--- src/rtl/mem_issue_sched.sv ---
// Issue scheduler: splits a 4-lane bundle into groups holding at most one memory op
// and steers that op to output lane 4 through the pair-swap permutation controls.
module mem_issue_sched #(
    parameter logic [3:0] LD_OP = 4'b0100,
    parameter logic [3:0] ST_OP = 4'b0101,
    parameter int         CNT_W = 8
) (
    input  logic             clk,
    input  logic             rst,
    input  logic             bnd_vld,
    output logic             bnd_rdy,
    input  logic             in_1_vld,
    input  logic             in_2_vld,
    input  logic             in_3_vld,
    input  logic             in_4_vld,
    input  logic [3:0]       in_1_op,
    input  logic [3:0]       in_2_op,
    input  logic [3:0]       in_3_op,
    input  logic [3:0]       in_4_op,
    output logic             iss_vld,
    input  logic             iss_rdy,
    output logic             ins1_swap,
    output logic             ins2_swap,
    output logic             ins3_swap,
    output logic             ins4_swap,
    output logic [3:0]       iss_mask,
    output logic [CNT_W-1:0] split_cnt
);

    typedef enum logic {FRESH, PART} state_t;

    state_t           state_q;
    logic [3:0]       done_q, done_d;
    logic [CNT_W-1:0] split_cnt_q, split_cnt_d;

    logic [3:0] lane_vld;
    logic [3:0] lane_mem;
    logic [3:0] done_eff;
    logic [3:0] pend;
    logic [3:0] pend_mem;
    logic [3:0] grp;
    logic [1:0] m_lane;
    logic       mem_in_grp;
    logic       last_grp;
    logic       hs;
    logic [3:0] swap_raw;
    logic [3:0] mask_raw;

    function automatic logic is_mem(input logic vld, input logic [3:0] op);
        return vld && ((op == LD_OP) || (op == ST_OP));
    endfunction

    assign lane_vld = {in_4_vld, in_3_vld, in_2_vld, in_1_vld};
    assign lane_mem = {is_mem(in_4_vld, in_4_op), is_mem(in_3_vld, in_3_op),
                       is_mem(in_2_vld, in_2_op), is_mem(in_1_vld, in_1_op)};

    // done_q is only meaningful mid-split; in FRESH every valid lane is pending.
    assign done_eff = (state_q == PART) ? done_q : 4'b0000;
    assign pend     = lane_vld & ~done_eff;
    assign pend_mem = lane_mem & ~done_eff;

    // Group = pending lanes in program order up to (not including) the second memory op.
    always_comb begin
        logic seen;
        logic stop;
        grp        = 4'b0000;
        m_lane     = 2'd3;
        mem_in_grp = 1'b0;
        seen       = 1'b0;
        stop       = 1'b0;
        for (int i = 0; i < 4; i++) begin
            if (pend_mem[i] && seen) begin
                stop = 1'b1;
            end
            if (!stop) begin
                grp[i] = pend[i];
                if (pend_mem[i]) begin
                    seen       = 1'b1;
                    m_lane     = 2'(i);
                    mem_in_grp = 1'b1;
                end
            end
        end
    end

    // The memory lane is exchanged with lane 4; mask follows the same exchange.
    always_comb begin
        swap_raw = 4'b0000;
        mask_raw = grp;
        if (mem_in_grp && (m_lane != 2'd3)) begin
            swap_raw[m_lane] = 1'b1;
            swap_raw[3]      = 1'b1;
            mask_raw[m_lane] = grp[3];
            mask_raw[3]      = grp[m_lane];
        end
    end

    assign last_grp = (grp == pend);
    assign iss_vld  = bnd_vld & (pend != 4'b0000) & ~rst;
    assign hs       = iss_vld & iss_rdy;
    assign bnd_rdy  = bnd_vld & ~rst & ((pend == 4'b0000) | (hs & last_grp));

    assign ins1_swap = iss_vld & swap_raw[0];
    assign ins2_swap = iss_vld & swap_raw[1];
    assign ins3_swap = iss_vld & swap_raw[2];
    assign ins4_swap = iss_vld & swap_raw[3];
    assign iss_mask  = iss_vld ? mask_raw : 4'b0000;
    assign split_cnt = split_cnt_q;

    always_comb begin
        done_d      = done_eff;
        split_cnt_d = split_cnt_q;
        if (bnd_rdy) begin
            done_d = 4'b0000;
        end else if (hs) begin
            done_d = done_eff | grp;
            if (split_cnt_q != {CNT_W{1'b1}}) begin
                split_cnt_d = split_cnt_q + 1'b1;
            end
        end
    end

    always_ff @(posedge clk) begin
        if (rst) begin
            state_q     <= FRESH;
            done_q      <= 4'b0000;
            split_cnt_q <= '0;
        end else begin
            done_q      <= done_d;
            split_cnt_q <= split_cnt_d;
            state_q     <= (done_d == 4'b0000) ? FRESH : PART;
        end
    end

endmodule

--- config.mk ---
export PLATFORM = sky130hd
export DESIGN_NAME = mem_issue_sched
export DESIGN_NICKNAME = d
export VERILOG_FILES = /design/src/rtl/mem_issue_sched.sv
export SDC_FILE = /design/constraint.sdc
export NUM_CORES = 1
export LEC_CHECK = 0
export BUFFER_PORTS_ARGS = -buffer_cell sky130_fd_sc_hd__clkbuf_2
export CELL_PAD_IN_SITES_DETAIL_PLACEMENT = 1
export CELL_PAD_IN_SITES_GLOBAL_PLACEMENT = 1
export CORE_ASPECT_RATIO = 1.75
export CORE_MARGIN = 2
export CORE_UTILIZATION = 34
export CTS_CLUSTER_SIZE = 25
export DETAILED_ROUTE_END_ITERATION = 7
export PLACE_DENSITY_LB_ADDON = 0.1
export SYNTH_ARGS = -nofsm -noshare
export SYNTH_HDL_FRONTEND = slang
export SYNTH_SLANG_ARGS = --single-unit
--- constraint.sdc ---
create_clock -name clk -period 5.28 [get_ports clk]
set_input_delay 0.528 -clock clk [delete_from_list [all_inputs] [get_ports clk]]
set_output_delay 0.528 -clock clk [all_outputs]
set_load 0.01 [all_outputs]
==> flow_summary.toml <==
[final_layout]
synthToLayoutAreaGrowth_pct = 28.3
diodes = 0
nets = 169
layout-drive-gt1-share = 0.378
final_util = 0.451
fin_area_sq_um = 1110
fillers = 330
register_area_sq_um = 260
multi_input_area_sq_um = 572

[pwr]
vdd_ir_drop_max_mv = 0.200
seqPwrFrac = 0.448
power_density_nw_per_um2 = 203
p_int_mw = 0.166
clockPowerShare = 0.404
p_sw_mw = 0.0588
p_sw_frac = 0.261
comb_power_share = 0.149
leakage_nw = 0.504

[clock_network]
cts_buffers = 3
cts_root_buf = "clkbuf_8"
clk_pin_slew_ns = 0.06
htree_num_levels = 1
cts.sink_count = 13
post-cts-setup-buffer-count = 0
max-clock-path-buffers = 2
ctsHoldBuffers = 0
ctsResizeCount = 0
clock_latency_ns = 0.25
cts_tree = "yes"

[timing]
setup_viol = 0
tns_ns = 0
hold_viol_final = 0
fin_skew_ns = 0.00183
rsz0062_at_grt = "false"
maxSlewHeadroom = 0.666
layout_min_cycle_time_ns = 2.82
min_period_over_period = 0.534
setup_slack_ns = 2.46
finalMaxSlewViolations = 0
fmax_mhz = 355
tightest_slew_ns = 0.496

[place]
place_congestion = 0.789
port_buffers = 37
place_worst_setup_slack_ns = 2.66
hpwl_mm = 2.00
placed_area_sq_um = 1060

[global_routing]
grt_overflow_total = 0
grt_pass1_vias = 974
grt.total_usage = 0.179
antenna_found_initial = 0
grt_max_degree = 13
grt_pass1_wl_mm = 4.17

[detailed_routing]
drt_iter0_markers = 11
maxUsedRoutingLayer = "met4"
wl_per_cell_um = 14.5
routed-wl-met2_mm = 1.38
routed_wl_mm = 2.45
route.met3.wl_um = 126
firstDrtPassIters = 4
wl_met1_um = 911
drc = 0
dr_total_vias = 975
viasPerCell = 5.77
postRouteAntennaNets = 0

[floorplanning]
fp.dieH_um = 70.8
die_w_um = 42.1
start_util = 0.352
die_area_sq_um = 2980
rows = 24
io_pins = 42
coreArea_sq_um = 2460

[worst_setup_path]
crit_fanout = 12
r2r-start = "state_q$_SDFF_PP0_"
r2r_cells = 6
rrSetupSlack_ns = 2.95
start_kind = "flop"
worstSetupPathType = "flop to output pin"
worst_setup_path_end_kind = "output pin"
crit_required_ns = 4.75
r2r-end = "split_cnt[5]$_SDFFE_PP0P_"
worst_ep_arrival_time_ns = 2.29

[hold_path]
hp-class = "flop to flop"
hold_depth = 2
worstHoldStart = "split_cnt[6]$_SDFFE_PP0P_"
holdPathEnd = "split_cnt[6]$_SDFFE_PP0P_"

[synthesis]
syn_nets = 130
ys_types = 39
avgSynthCellArea_sq_um = 8.25
yosysWarnings = 0
ys_async_sr_fraction = 0
ys_ff_latch = 13
synth-edff-count = 0
synth_area_sq_um = 866
syn_inst = 105
synth_flop_cell = "dfxtp_1"
ys_seq_area_frac = 0.301

[flow_run]
max_cap_violations = 0

[status]
status = "complete, no violations"
==> layout by cell type (no fill, tap or decap), types with 2 or more instances in the layout <==
master,synthesis,routed
a21oi_1,10,10
clkbuf_8,0,3
a21boi_4,2,2
o211ai_1,2,2
nand2_1,10,10
or4_1,3,3
a211oi_1,2,2
nand3_1,3,3
a31oi_1,2,2
clkbuf_2,0,37
nand4_1,2,2
dfxtp_1,13,13
o211ai_2,2,2
and3_1,3,3
nor3b_1,3,3
xor2_1,2,2
o21ai_0,3,3
inv_1,4,4
nor2_1,11,11
a21boi_2,2,2
o31ai_1,3,3
or3_1,2,2
nand3_2,2,2
==> worst max-delay path by stage <==
stage | start | end
after global placement | in_1_vld | iss_mask[1]
after floorplan | rst | ins3_swap
after global routing | state_q$_SDFF_PP0_ | iss_mask[1]
after CTS | state_q$_SDFF_PP0_ | iss_mask[1]
after detailed placement | in_1_vld | iss_mask[1]
final | state_q$_SDFF_PP0_ | iss_mask[1]
==> per-layer routing <==
metal  vias to the layer above  track usage
met5                         -            0
met4                         0       0.0764
met3                         4       0.0357
met2                        29        0.349
met1                       470        0.175
li1                        472            -
==> cell families (layout without fill, tap and decap cells) <==
| family | count (synthesis) | after routing | share of synthesized area |
|---|---|---|---|
| AO/OA/AOI/OAI | 34 | 34 | 0.306 |
| XOR/XNOR | 2 | 2 | 0.0202 |
| adder cells (fa/ha/maj) | 1 | 1 | 0.0144 |
| buffers and inverters | 7 | 45 | 0.0390 |
| flip-flops | 13 | 13 | 0.301 |
| multiplexers | 1 | 1 | 0.0116 |
| AND/OR/NAND/NOR | 47 | 47 | 0.308 |
==> stage by stage <==
step	std cells	hold WS, ns	power (mW)
3_5_place_dp	165	0.498	0.137
3_3_place_gp	165	0.474	0.136
4_1_cts	169	0.505	0.227
6_report	169	0.502	0.225
2_1_floorplan	105	0.489	0.122
5_1_grt	169	0.536	0.237
==> layout make-up <==
| cell class | instances | area share |
|---|---|---|
| clock inverters | 1 | 0.00450 |
| multi-input cells | 85 | 0.515 |
| well taps | 26 | 0.0293 |
| flip-flops and latches | 13 | 0.234 |
| inverters | 4 | 0.0135 |
| clock buffers | 3 | 0.0372 |
| repair buffers | 37 | 0.167 |
==> registers in the layout, summed over array words and instances, names as in the netlist <==
register,cells
split_cnt,8
state_q,1
done_q,4
==> cell usage after synthesis, types with 2 or more instances <==
cell      number  area share
nor2_1        11       0.048
clkbuf_1       2      0.0087
nand3_2        2       0.023
a21oi_1       10       0.058
o21ai_0        3       0.017
a21boi_2       2       0.026
or4_1          3       0.026
a211oi_1       2       0.017
nand4_1        2       0.014
o211ai_2       2       0.029
inv_1          4       0.017
dfxtp_1       13        0.30
xor2_1         2       0.020
nand3_1        3       0.017
nand2_1       10       0.043
or3_1          2       0.014
nor3b_1        3       0.026
o211ai_1       2       0.017
o31ai_1        3       0.026
a31oi_1        2       0.014
a21boi_4       2       0.043
and3_1         3       0.022
==> power by group through the flow <==
stage | Clock (mW) | Sequential [mW] | Combinational [mW]
after floorplan | 0 | 0.103 | 0.0198
after CTS | 0.0927 | 0.101 | 0.0340
after global routing | 0.0993 | 0.101 | 0.0372
final | 0.0909 | 0.101 | 0.0335
after global placement | 0 | 0.103 | 0.0328
after detailed placement | 0 | 0.103 | 0.0338
==> critical path: stages, from the launching register on <==
cell	delay (ns)
dfxtp_1	0.59
a21boi_2	0.14
nand2_1	0.36
o211ai_2	0.19
nand2_1	0.24
nand3_1	0.10
a211oi_1	0.25
clkbuf_2	0.17
(Power assumes the default switching activity.)
